[src/rtl/proc_ctrl_pkg.sv]
// -----------------------------------------------------------------------------
// proc_ctrl_pkg
//   Shared types and helpers for the multicycle register-bus processor
//   controller: FSM state encoding, opcode encoding and instruction-field
//   slicing helpers. Instruction layout (DW = 3 + 2*RW):
//     [DW-1:DW-3] opcode, [2*RW-1:RW] X register, [RW-1:0] Y register.
// -----------------------------------------------------------------------------
package proc_ctrl_pkg;

    localparam int unsigned OPW = 3;

    typedef enum logic [4:0] {
        S_RESET = 5'd0,
        S_FA    = 5'd1,
        S_FW    = 5'd2,
        S_FL    = 5'd3,
        S_DEC   = 5'd4,
        S_MVI_A = 5'd5,
        S_MVI_W = 5'd6,
        S_MVI_L = 5'd7,
        S_A1    = 5'd8,
        S_A2    = 5'd9,
        S_A3    = 5'd10,
        S_LD_A  = 5'd11,
        S_LD_W  = 5'd12,
        S_LD_L  = 5'd13,
        S_ST_D  = 5'd14,
        S_ST_A  = 5'd15,
        S_ST_W  = 5'd16,
        S_HALT  = 5'd17
    } state_t;

    typedef enum logic [OPW-1:0] {
        OP_MV   = 3'd0,
        OP_MVI  = 3'd1,
        OP_ADD  = 3'd2,
        OP_SUB  = 3'd3,
        OP_LD   = 3'd4,
        OP_ST   = 3'd5,
        OP_MVNZ = 3'd6,
        OP_HALT = 3'd7
    } opcode_t;

    // Helpers take the instruction zero-extended to 32 bits so one function
    // serves every RW; the opcode always sits directly above the two fields.
    function automatic opcode_t ir_opcode(input logic [31:0] ir_w, input int unsigned rw);
        logic [31:0] s;
        s = ir_w >> (2 * rw);
        return opcode_t'(s[OPW-1:0]);
    endfunction

    function automatic logic [31:0] ir_field(input logic [31:0] ir_w,
                                             input int unsigned lsb,
                                             input int unsigned rw);
        return (ir_w >> lsb) & ((32'd1 << rw) - 32'd1);
    endfunction

endpackage

[src/rtl/proc_ctrl_fsm_p_onehot_dec.sv]
// -----------------------------------------------------------------------------
// onehot_dec
//   Register index to one-hot select decoder.
//   idx_i    : RW-bit register index
//   onehot_o : NREG-bit one-hot select (bit idx_i set)
// -----------------------------------------------------------------------------
module onehot_dec #(
    parameter  int unsigned RW   = 3,
    localparam int unsigned NREG = 1 << RW
) (
    input  logic [RW-1:0]   idx_i,
    output logic [NREG-1:0] onehot_o
);

    always_comb begin
        onehot_o        = '0;
        onehot_o[idx_i] = 1'b1;
    end

endmodule

[src/rtl/proc_ctrl_fsm_p.sv]
// -----------------------------------------------------------------------------
// proc_ctrl_fsm_p
//   Control unit for the multicycle register-bus processor. Fetches an
//   instruction into IR, decodes opcode/X/Y and sequences register enables
//   and bus/ALU/memory strobes. Memory accesses wait on mem_ready; run=0
//   freezes the FSM and forces every strobe low.
//
//   clk, rst (async, active-low), run        : clock, reset, advance enable
//   din                                      : memory read data / instruction
//   g                                        : ALU result register (MVNZ test)
//   mem_ready                                : memory access complete
//   r_in, r_out                              : one-hot register load / drive
//   din_out, g_out                           : bus drive from din / G
//   ir_in, a_in, g_in, add_sub               : IR, A, G loads; 1 = subtract
//   addr_in, dout_in, w_d, incr_pc           : addr/data-out load, write, PC++
//   done, halted                             : instruction complete, HALT seen
//   ir, state                                : instruction register, FSM state
// -----------------------------------------------------------------------------
module proc_ctrl_fsm_p
    import proc_ctrl_pkg::*;
#(
    parameter  int unsigned RW   = 3,
    localparam int unsigned DW   = 3 + 2 * RW,
    localparam int unsigned NREG = 1 << RW
) (
    input  logic            clk,
    input  logic            rst,
    input  logic            run,
    input  logic [DW-1:0]   din,
    input  logic [DW-1:0]   g,
    input  logic            mem_ready,
    output logic [NREG-1:0] r_in,
    output logic [NREG-1:0] r_out,
    output logic            din_out,
    output logic            g_out,
    output logic            ir_in,
    output logic            a_in,
    output logic            g_in,
    output logic            add_sub,
    output logic            addr_in,
    output logic            dout_in,
    output logic            w_d,
    output logic            incr_pc,
    output logic            done,
    output logic            halted,
    output logic [DW-1:0]   ir,
    output logic [4:0]      state
);

    localparam logic [NREG-1:0] PC_OH = {1'b1, {(NREG - 1){1'b0}}};

    state_t          state_q, state_d;
    logic [DW-1:0]   ir_q;
    logic            fw_incr_q, fw_incr_d;
    logic [31:0]     ir_w;
    opcode_t         opcode;
    logic [RW-1:0]   x_idx, y_idx;
    logic [NREG-1:0] x_oh, y_oh;

    assign ir_w   = 32'(ir_q);
    assign opcode = ir_opcode(ir_w, RW);
    assign x_idx  = RW'(ir_field(ir_w, RW, RW));
    assign y_idx  = RW'(ir_field(ir_w, 0, RW));

    onehot_dec #(.RW(RW)) u_dec_x (.idx_i(x_idx), .onehot_o(x_oh));
    onehot_dec #(.RW(RW)) u_dec_y (.idx_i(y_idx), .onehot_o(y_oh));

    assign ir     = ir_q;
    assign state  = state_q;
    assign halted = (state_q == S_HALT);

    always_ff @(posedge clk or negedge rst) begin
        if (!rst) begin
            state_q   <= S_RESET;
            ir_q      <= '0;
            fw_incr_q <= 1'b0;
        end else begin
            state_q   <= state_d;
            fw_incr_q <= fw_incr_d;
            if (ir_in) ir_q <= din;
        end
    end

    // All strobes come from state/IR and are only raised while run=1, so a
    // frozen controller leaves the datapath completely idle.
    always_comb begin
        state_d   = state_q;
        fw_incr_d = fw_incr_q;
        r_in      = '0;
        r_out     = '0;
        din_out   = 1'b0;
        g_out     = 1'b0;
        ir_in     = 1'b0;
        a_in      = 1'b0;
        g_in      = 1'b0;
        add_sub   = 1'b0;
        addr_in   = 1'b0;
        dout_in   = 1'b0;
        w_d       = 1'b0;
        incr_pc   = 1'b0;
        done      = 1'b0;
        if (run) begin
            case (state_q)
                S_RESET: state_d = S_FA;
                S_FA: begin
                    r_out     = PC_OH;
                    addr_in   = 1'b1;
                    fw_incr_d = 1'b0;
                    state_d   = S_FW;
                end
                // PC advances once per fetch no matter how long memory stalls.
                S_FW: begin
                    incr_pc   = ~fw_incr_q;
                    fw_incr_d = 1'b1;
                    if (mem_ready) state_d = S_FL;
                end
                S_FL: begin
                    ir_in   = 1'b1;
                    state_d = S_DEC;
                end
                S_DEC: begin
                    case (opcode)
                        OP_MV: begin
                            r_in    = x_oh;
                            r_out   = y_oh;
                            done    = 1'b1;
                            state_d = S_FA;
                        end
                        OP_MVI:  state_d = S_MVI_A;
                        OP_ADD,
                        OP_SUB:  state_d = S_A1;
                        OP_LD:   state_d = S_LD_A;
                        OP_ST:   state_d = S_ST_D;
                        OP_MVNZ: begin
                            if (|g) begin
                                r_in  = x_oh;
                                r_out = y_oh;
                            end
                            done    = 1'b1;
                            state_d = S_FA;
                        end
                        OP_HALT: state_d = S_HALT;
                        default: state_d = S_FA;
                    endcase
                end
                S_MVI_A: begin
                    r_out   = PC_OH;
                    addr_in = 1'b1;
                    state_d = S_MVI_W;
                end
                S_MVI_W: if (mem_ready) state_d = S_MVI_L;
                S_MVI_L: begin
                    din_out = 1'b1;
                    r_in    = x_oh;
                    incr_pc = 1'b1;
                    done    = 1'b1;
                    state_d = S_FA;
                end
                S_A1: begin
                    r_out   = x_oh;
                    a_in    = 1'b1;
                    state_d = S_A2;
                end
                S_A2: begin
                    r_out   = y_oh;
                    g_in    = 1'b1;
                    add_sub = (opcode == OP_SUB);
                    state_d = S_A3;
                end
                S_A3: begin
                    g_out   = 1'b1;
                    r_in    = x_oh;
                    done    = 1'b1;
                    state_d = S_FA;
                end
                S_LD_A: begin
                    r_out   = y_oh;
                    addr_in = 1'b1;
                    state_d = S_LD_W;
                end
                S_LD_W: if (mem_ready) state_d = S_LD_L;
                S_LD_L: begin
                    din_out = 1'b1;
                    r_in    = x_oh;
                    done    = 1'b1;
                    state_d = S_FA;
                end
                S_ST_D: begin
                    r_out   = x_oh;
                    dout_in = 1'b1;
                    state_d = S_ST_A;
                end
                S_ST_A: begin
                    r_out   = y_oh;
                    addr_in = 1'b1;
                    state_d = S_ST_W;
                end
                S_ST_W: begin
                    w_d = 1'b1;
                    if (mem_ready) begin
                        done    = 1'b1;
                        state_d = S_FA;
                    end
                end
                S_HALT:  state_d = S_HALT;
                default: state_d = S_RESET;
            endcase
        end
    end

endmodule

[config.mk]
export PLATFORM = sky130hd
export DESIGN_NAME = proc_ctrl_fsm_p
export DESIGN_NICKNAME = d
export VERILOG_FILES = /design/src/rtl/proc_ctrl_pkg.sv /design/src/rtl/proc_ctrl_fsm_p_onehot_dec.sv /design/src/rtl/proc_ctrl_fsm_p.sv
export SDC_FILE = /design/constraint.sdc
export NUM_CORES = 1
export LEC_CHECK = 0
export ABC_AREA = 0
export CAP_MARGIN = 20
export CORE_ASPECT_RATIO = 1.4
export CORE_MARGIN = 2
export CORE_UTILIZATION = 37
export DETAILED_ROUTE_END_ITERATION = 8
export PLACE_DENSITY_LB_ADDON = 0.15
export SETUP_SLACK_MARGIN = 0.05
export SYNTH_ARGS = -nofsm -noshare
export SYNTH_HDL_FRONTEND = slang
export SYNTH_SLANG_ARGS = --single-unit
export TNS_END_PERCENT = 30
[constraint.sdc]
create_clock -name clk -period 2.65 [get_ports clk]
set_clock_uncertainty 0.1 [all_clocks]
set_input_delay 0.795 -clock clk [delete_from_list [all_inputs] [get_ports clk]]
set_output_delay 0.795 -clock clk [all_outputs]
set_load 0.005 [all_outputs]
==> flow_metrics.py <==
metrics = {
    "timing": {
        "rsz0062_at_grt": "yes",
        "fmax_mhz": 318,
        "hold_violations": 0,
        "slew_headroom_pct": 70.8,
        "period_minus_slack_ns": 3.14,
        "setup_viol": 19,
        "worst_pin_slew_ns": 0.436,
        "min_period_over_period_pct": 118,
        "drv_slew": 0,
        "setup_ws_ns": -0.490,
    },
    "synth": {
        "yosys-mux-area-fraction_pct": 12.4,
        "synth_compound_area_share_pct": 16.1,
        "synthCells": 165,
        "synth-edff-count": 0,
        "synth.area.top_cells": "dfrtp_1 28%, mux2_2 11%, nor3_1 5.9%",
        "synth_area_per_cell_sq_um": 8.16,
        "synth_top_family_by_area": "simple AND/OR/NAND/NOR gates",
        "synth-xor-area-share_pct": 2.60,
        "ys_seq_elements": 15,
        "yosys.area.top_type": "dfrtp_1",
        "synth_cell_types": 43,
        "synthTopCellsByCount": "19 x nand2_1, 16 x nor3_1, 15 x dfrtp_1",
        "synth_ff_type": "dfrtp_1",
        "yosysWarnings": 0,
        "synth_most_common_cell": "nand2_1",
        "synth-simple-area-share_pct": 36.1,
        "synth_nets": 187,
        "synth_top_area_share_pct": 27.9,
        "synthAdderAreaFrac_pct": 0,
        "synthArstFlopShare_pct": 100,
        "netlist_area_sq_um": 1350,
        "yosysSeqAreaShare_pct": 27.9,
    },
    "die": {
        "die_h_um": 75.4,
        "ios": 64,
        "initial_utilization_pct": 39.1,
        "die_area_sq_um": 4140,
        "rows": 25,
        "die_w_um": 55.0,
        "core_area_sq_um": 3440,
    },
    "place": {
        "gp_congestion": 0.908,
        "io_buffers": 63,
        "post-place-ws_ns": -0.990,
        "dp_hpwl_mm": 3.76,
    },
    "routing": {
        "vias": 1768,
        "first_pass_iters": 4,
        "drtIter0Drc": 63,
        "ant_nets": 0,
        "wire_per_inst_um": 16.6,
        "drc": 0,
        "vias_per_cell": 5.61,
        "routed_wl_mm": 5.24,
    },
    "global_routing": {
        "grtUsageMet1_pct": 28.6,
        "busiest_layer": "met2",
        "use_met3_pct": 3.92,
        "grt_max_degree": 22,
        "track_usage_pct": 26.1,
        "grt_overflow": 0,
        "antenna_found_initial": 0,
        "grt_pass1_wl_mm": 7.81,
        "grt_use_met2_pct": 47.6,
        "grt_pass1_vias": 1754,
    },
    "layout": {
        "layout-drive-gt1-share_pct": 48.7,
        "area_delta_synth_final_pct": 88.5,
        "fin_nets": 298,
        "utilization_pct": 73.7,
        "n_antenna_cell": 0,
        "fill_cells": 278,
    },
    "clock_tree": {
        "clkLatencyLatePin_ns": 0.26,
        "root_buffer": "clkbuf_8",
        "tritoncts": "built",
        "cts-htree-levels": 1,
        "clockBufferDepth": 2,
        "cts.sinks": 15,
        "path_clk_slew_ns": 0.07,
        "cts_buffers": 3,
        "hold_buffers": 0,
    },
    "critical_path": {
        "crit_fanout": 4,
        "cp-start-kind": "register",
        "cp_cell_sequence": "or4b_4 -> nor4_4 -> a32o_2 -> buf_6 -> nand3b_4 -> o32ai_2 -> buf_2",
        "slowest_stage": "or4b_4",
        "cp_top_family": "simple AND/OR/NAND/NOR gates",
        "cp_data_arrival_time_ns": 2.24,
        "criticalPathCategory": "register to primary output",
        "cp_num_buf_inv": 2,
        "end_kind": "primary output",
        "cpPeakStageDelay_ns": 0.56,
        "worstPathRequired_ns": 1.76,
    },
    "outcome": {
        "violations": "setup timing",
        "status": "finished, violations left",
    },
    "pwr": {
        "vdd_drop_max_mv": 0.700,
        "p_leak_nw": 1.16,
        "power_density_nw_per_um2": 1110,
    },
    "hold_path": {
        "min_path_type": "register to register",
    },
    "job": {
        "drv_cap": 0,
    },
}
cells by family (layout without fill, tap and decap cells):
kind of cell	count (synthesis)	count (layout)
AOI/OAI and AO/OA	32	32
and+or+nand+nor	82	82
muxes	15	15
xor gates and xnor gates	4	4
buffers and inverters	17	127
DFF	15	15
final cells by class:
type / count / area [sq um] / share of cell area (%)
well taps: 40 / 50.0 / 1.97
repair buffers: 118 / 953 / 37.6
inverters: 5 / 21.3 / 0.838
clock inverters: 1 / 5.00 / 0.197
clock buffers: 3 / 41.3 / 1.63
multi-input cells: 133 / 1090 / 43.0
flip-flops and latches: 15 / 375 / 14.8
power by group:
| part | leakage, nW | switching (mW) | internal, mW |
|---|---|---|---|
| logic | 0.958 | 0.972 | 1.14 |
| registers | 0.180 | 0.152 | 0.338 |
| clock network | 0.0255 | 0.0966 | 0.105 |
| total | 1.16 | 1.22 | 1.58 |
registers in the layout, summed over array words and instances, names as in the netlist:
| register | flops |
|---|---|
| state | 5 |
| fw_incr_q | 1 |
| ir | 9 |
path summary, 6_finish.rpt:
path	start	endpoint	slack, ns	cells past startpoint
max	state[1]$_DFFE_PN0P_	r_out[0]	-0.49	7
min	fw_incr_q$_DFFE_PN0P_	fw_incr_q$_DFFE_PN0P_	0.46	2
max reg2reg	state[1]$_DFFE_PN0P_	state[3]$_DFFE_PN0P_	0.53	7
min reg2reg	fw_incr_q$_DFFE_PN0P_	fw_incr_q$_DFFE_PN0P_	0.46	2
max in group asynchronous	rst	state[1]$_DFFE_PN0P_	1.50	2
min in group asynchronous	rst	ir[0]$_DFFE_PN0P_	0.75	2
stage by stage:
stage	area (sq um)	total power [mW]	setup TNS [ns]	hold WS [ns]	cells
floorplan	1370	1.35	0	0.381	165
global placement	2330	2.21	-19.30	0.405	300
CTS	2500	2.71	-5.72	0.459	313
detailed placement	2330	2.25	-19.80	0.439	300
global route	2540	3.00	-8.24	0.508	315
finish	2540	2.80	-5.96	0.461	315
worst register-to-register path, cell delays in order (launching register included):
cell      delay, ns
dfrtp_1        0.40
buf_4          0.22
nand2b_1       0.22
buf_4          0.17
nor3_1         0.14
o21ai_0        0.17
nand2_1        0.22
mux2_2         0.36
layer usage:
metal | part of all wire [%] | up-vias
met3 | 5.6 | 19
met4 | 3.3 | 0
met5 | 0 | -
met1 | 37 | 845
li1 | - | 833
met2 | 54 | 71
cells in the final DEF, fill, tap and decap left out, types with 2 or more instances in the layout:
cell             Yosys  final
a21oi_1              6      5
a31oi_1              2      2
and3_1               2      2
buf_2                3     21
buf_4                0     47
buf_6                0      8
clkbuf_2             0      2
clkbuf_8             0      3
clkdlybuf4s15_1      0      2
clkdlybuf4s50_1      0     27
dfrtp_1             15     15
dlygate4sd2_1        0      9
inv_1                5      4
mux2_2              13     13
mux2i_1              2      2
nand2_1             19     17
nand2b_1             9      9
nand3_1              4      3
nand3b_1             2      2
nand4_1              2      2
nor2_1               9      7
nor2_4               0      2
nor3_1              16      9
nor3_2               0      7
nor4_1               4      2
nor4_4               1      2
nor4b_1              4      2
nor4b_4              1      2
o21ai_0              6      6
o22ai_1              6      3
o22ai_2              0      3
o32ai_2              0      2
or2_2                3      2
xor2_1               3      3
repair_timing:
item / 4_1_cts / 5_1_grt
gates resized for setup: 136 / 12
cloned: 0 / 0
endpoints found under the hold margin: 0 / 0
pin swaps: 18 / 8
setup endpoints to repair: 28 / 27
setup buffers: 9 / 2
Power figures use the tool's default switching activity.
==> RTL edit, RTL diff (config.mk and constraints unchanged) <==
`RW` is set to 3 in 2 places; all go to 5. Comments in the files are not updated.
--- a/src/rtl/proc_ctrl_fsm_p_onehot_dec.sv
+++ b/src/rtl/proc_ctrl_fsm_p_onehot_dec.sv
@@ -6,5 +6,5 @@
 // -----------------------------------------------------------------------------
 module onehot_dec #(
-    parameter  int unsigned RW   = 3,
+    parameter  int unsigned RW   = 5,
     localparam int unsigned NREG = 1 << RW
 ) (
--- a/src/rtl/proc_ctrl_fsm_p.sv
+++ b/src/rtl/proc_ctrl_fsm_p.sv
@@ -20,5 +20,5 @@
     import proc_ctrl_pkg::*;
 #(
-    parameter  int unsigned RW   = 3,
+    parameter  int unsigned RW   = 5,
     localparam int unsigned DW   = 3 + 2 * RW,
     localparam int unsigned NREG = 1 << RW
Interface: changed (5 resized); port bits go from 64 to 124. No check against the original RTL was run, so the function may have changed too.
==> RTL edit against the unedited design <==
  * The flow still finishes with violations (negative setup slack)
  * Routed wire length increased by 95%
  * Largest cell class is now non-clock buffers
  * Total power increased by 45%
  * Setup slack got worse by 0.38 ns
  * Sequential cell count increased by 4
  * Critical path type is now in2out
  * Clock power decreased by 3%
  * Critical endpoint is now r_in[23]
  * Final area increased by 67%
  * Cell count increased by 79%
  * Synthesized area increased by 68%
  * Register-to-register slack improved by 0.15 ns
==> RTL edit: results (changes against the unedited design) <==
GRT
  • Largest net degree at the start of global routing: 20 (-9.1%)
  • First-pass GRT wire length: 15.4 mm (+98%)
  • Via count of the first global-routing pass: 3130 (+78%)
  • GRT met3 Usage: 3.32% (-0.60 points)
  • GR Layer Usage met2: 54.8% (+7.2 points)
  • GRT Overall Usage: 28.2% (+2.1 points)

STA
  • WHS: 0.466 ns (+0.00474 ns)
  • Setup-failing EPs final: 65 (+46)
  • Final worst slack: -0.873 ns (-0.383 ns)
  • Least-Margin Pin Slew: 0.479 ns (+0.0430 ns)

Placement
  • Setup WS pre-CTS: -1.26 ns (-0.271 ns)
  • PortBufs: 123 (+95%)
  • Routability congestion estimate: 0.922 (+1.5%)
  • Hpwl dp: 7.15 mm (+90%)

Critical path
  • Reg2reg path depth: 8 (+1)
  • Critical R2R Capture: ir[7]
  • R2r setup slk: 0.68 ns (+0.15 ns)

Detailed routing
  • Initial DRT Pass Iterations: 5 (+1)
  • Vias per Instance: 5.88 (+4.8%)
  • M1 WL: 3.74 mm (+94%)

Status
  • Outcome: finished with violations
  • Failing checks: negative setup slack

Cells and area
  • Comb_multi_in: 251 (+89%)
  • Synthesis-to-layout area growth: 87.3%
  • Share of cells above drive strength 1: 46.5% (-2.3 points)
  • Final clock-cell share: 1.09% (-0.73 points)

Pwr
  • P_leak: 1.85 nW (+59%)
  • Net Sw Power: 0.00186 W (+52%)

Yosys
  • Syn nets: 336 (+80%)
## RTL edit: cell count changes in the layout (fill, tap and decap cells not counted), moves of 6 or more
cell,unedited run,this run
buf_6,8,18
nor2b_1,0,6
nand2b_1,9,3
clkbuf_2,2,27
o22ai_1,3,26
nor2_1,7,23
o21ai_0,6,12
clkdlybuf4s50_1,27,41
nand3_1,3,26
buf_2,21,39
buf_4,47,65
nor3_1,9,27
## RTL edit: kinds of logic (layout without fill, tap and decap cells)
family                    count (synthesis)  in the layout  share of synthesized area, %
AOI/OAI and AO/OA                        71             71                          22.2
muxes                                    15             15                          7.36
DFF                                      19             19                          21.0
buffers and inverters                    36            223                          9.35
xor gates and xnor gates                  3              3                          1.16
and+or+nand+nor                         162            162                          38.9
## RTL edit: critical path, cell delays in order
cell and delay, ns:
buf_6 0.09, or4_4 0.54, nor3_4 0.27, nand3_4 0.10, a21oi_4 0.20, buf_6 0.15, buf_16 0.10, buf_6 0.10
buf_6 0.08, nor3_2 0.04, buf_2 0.15
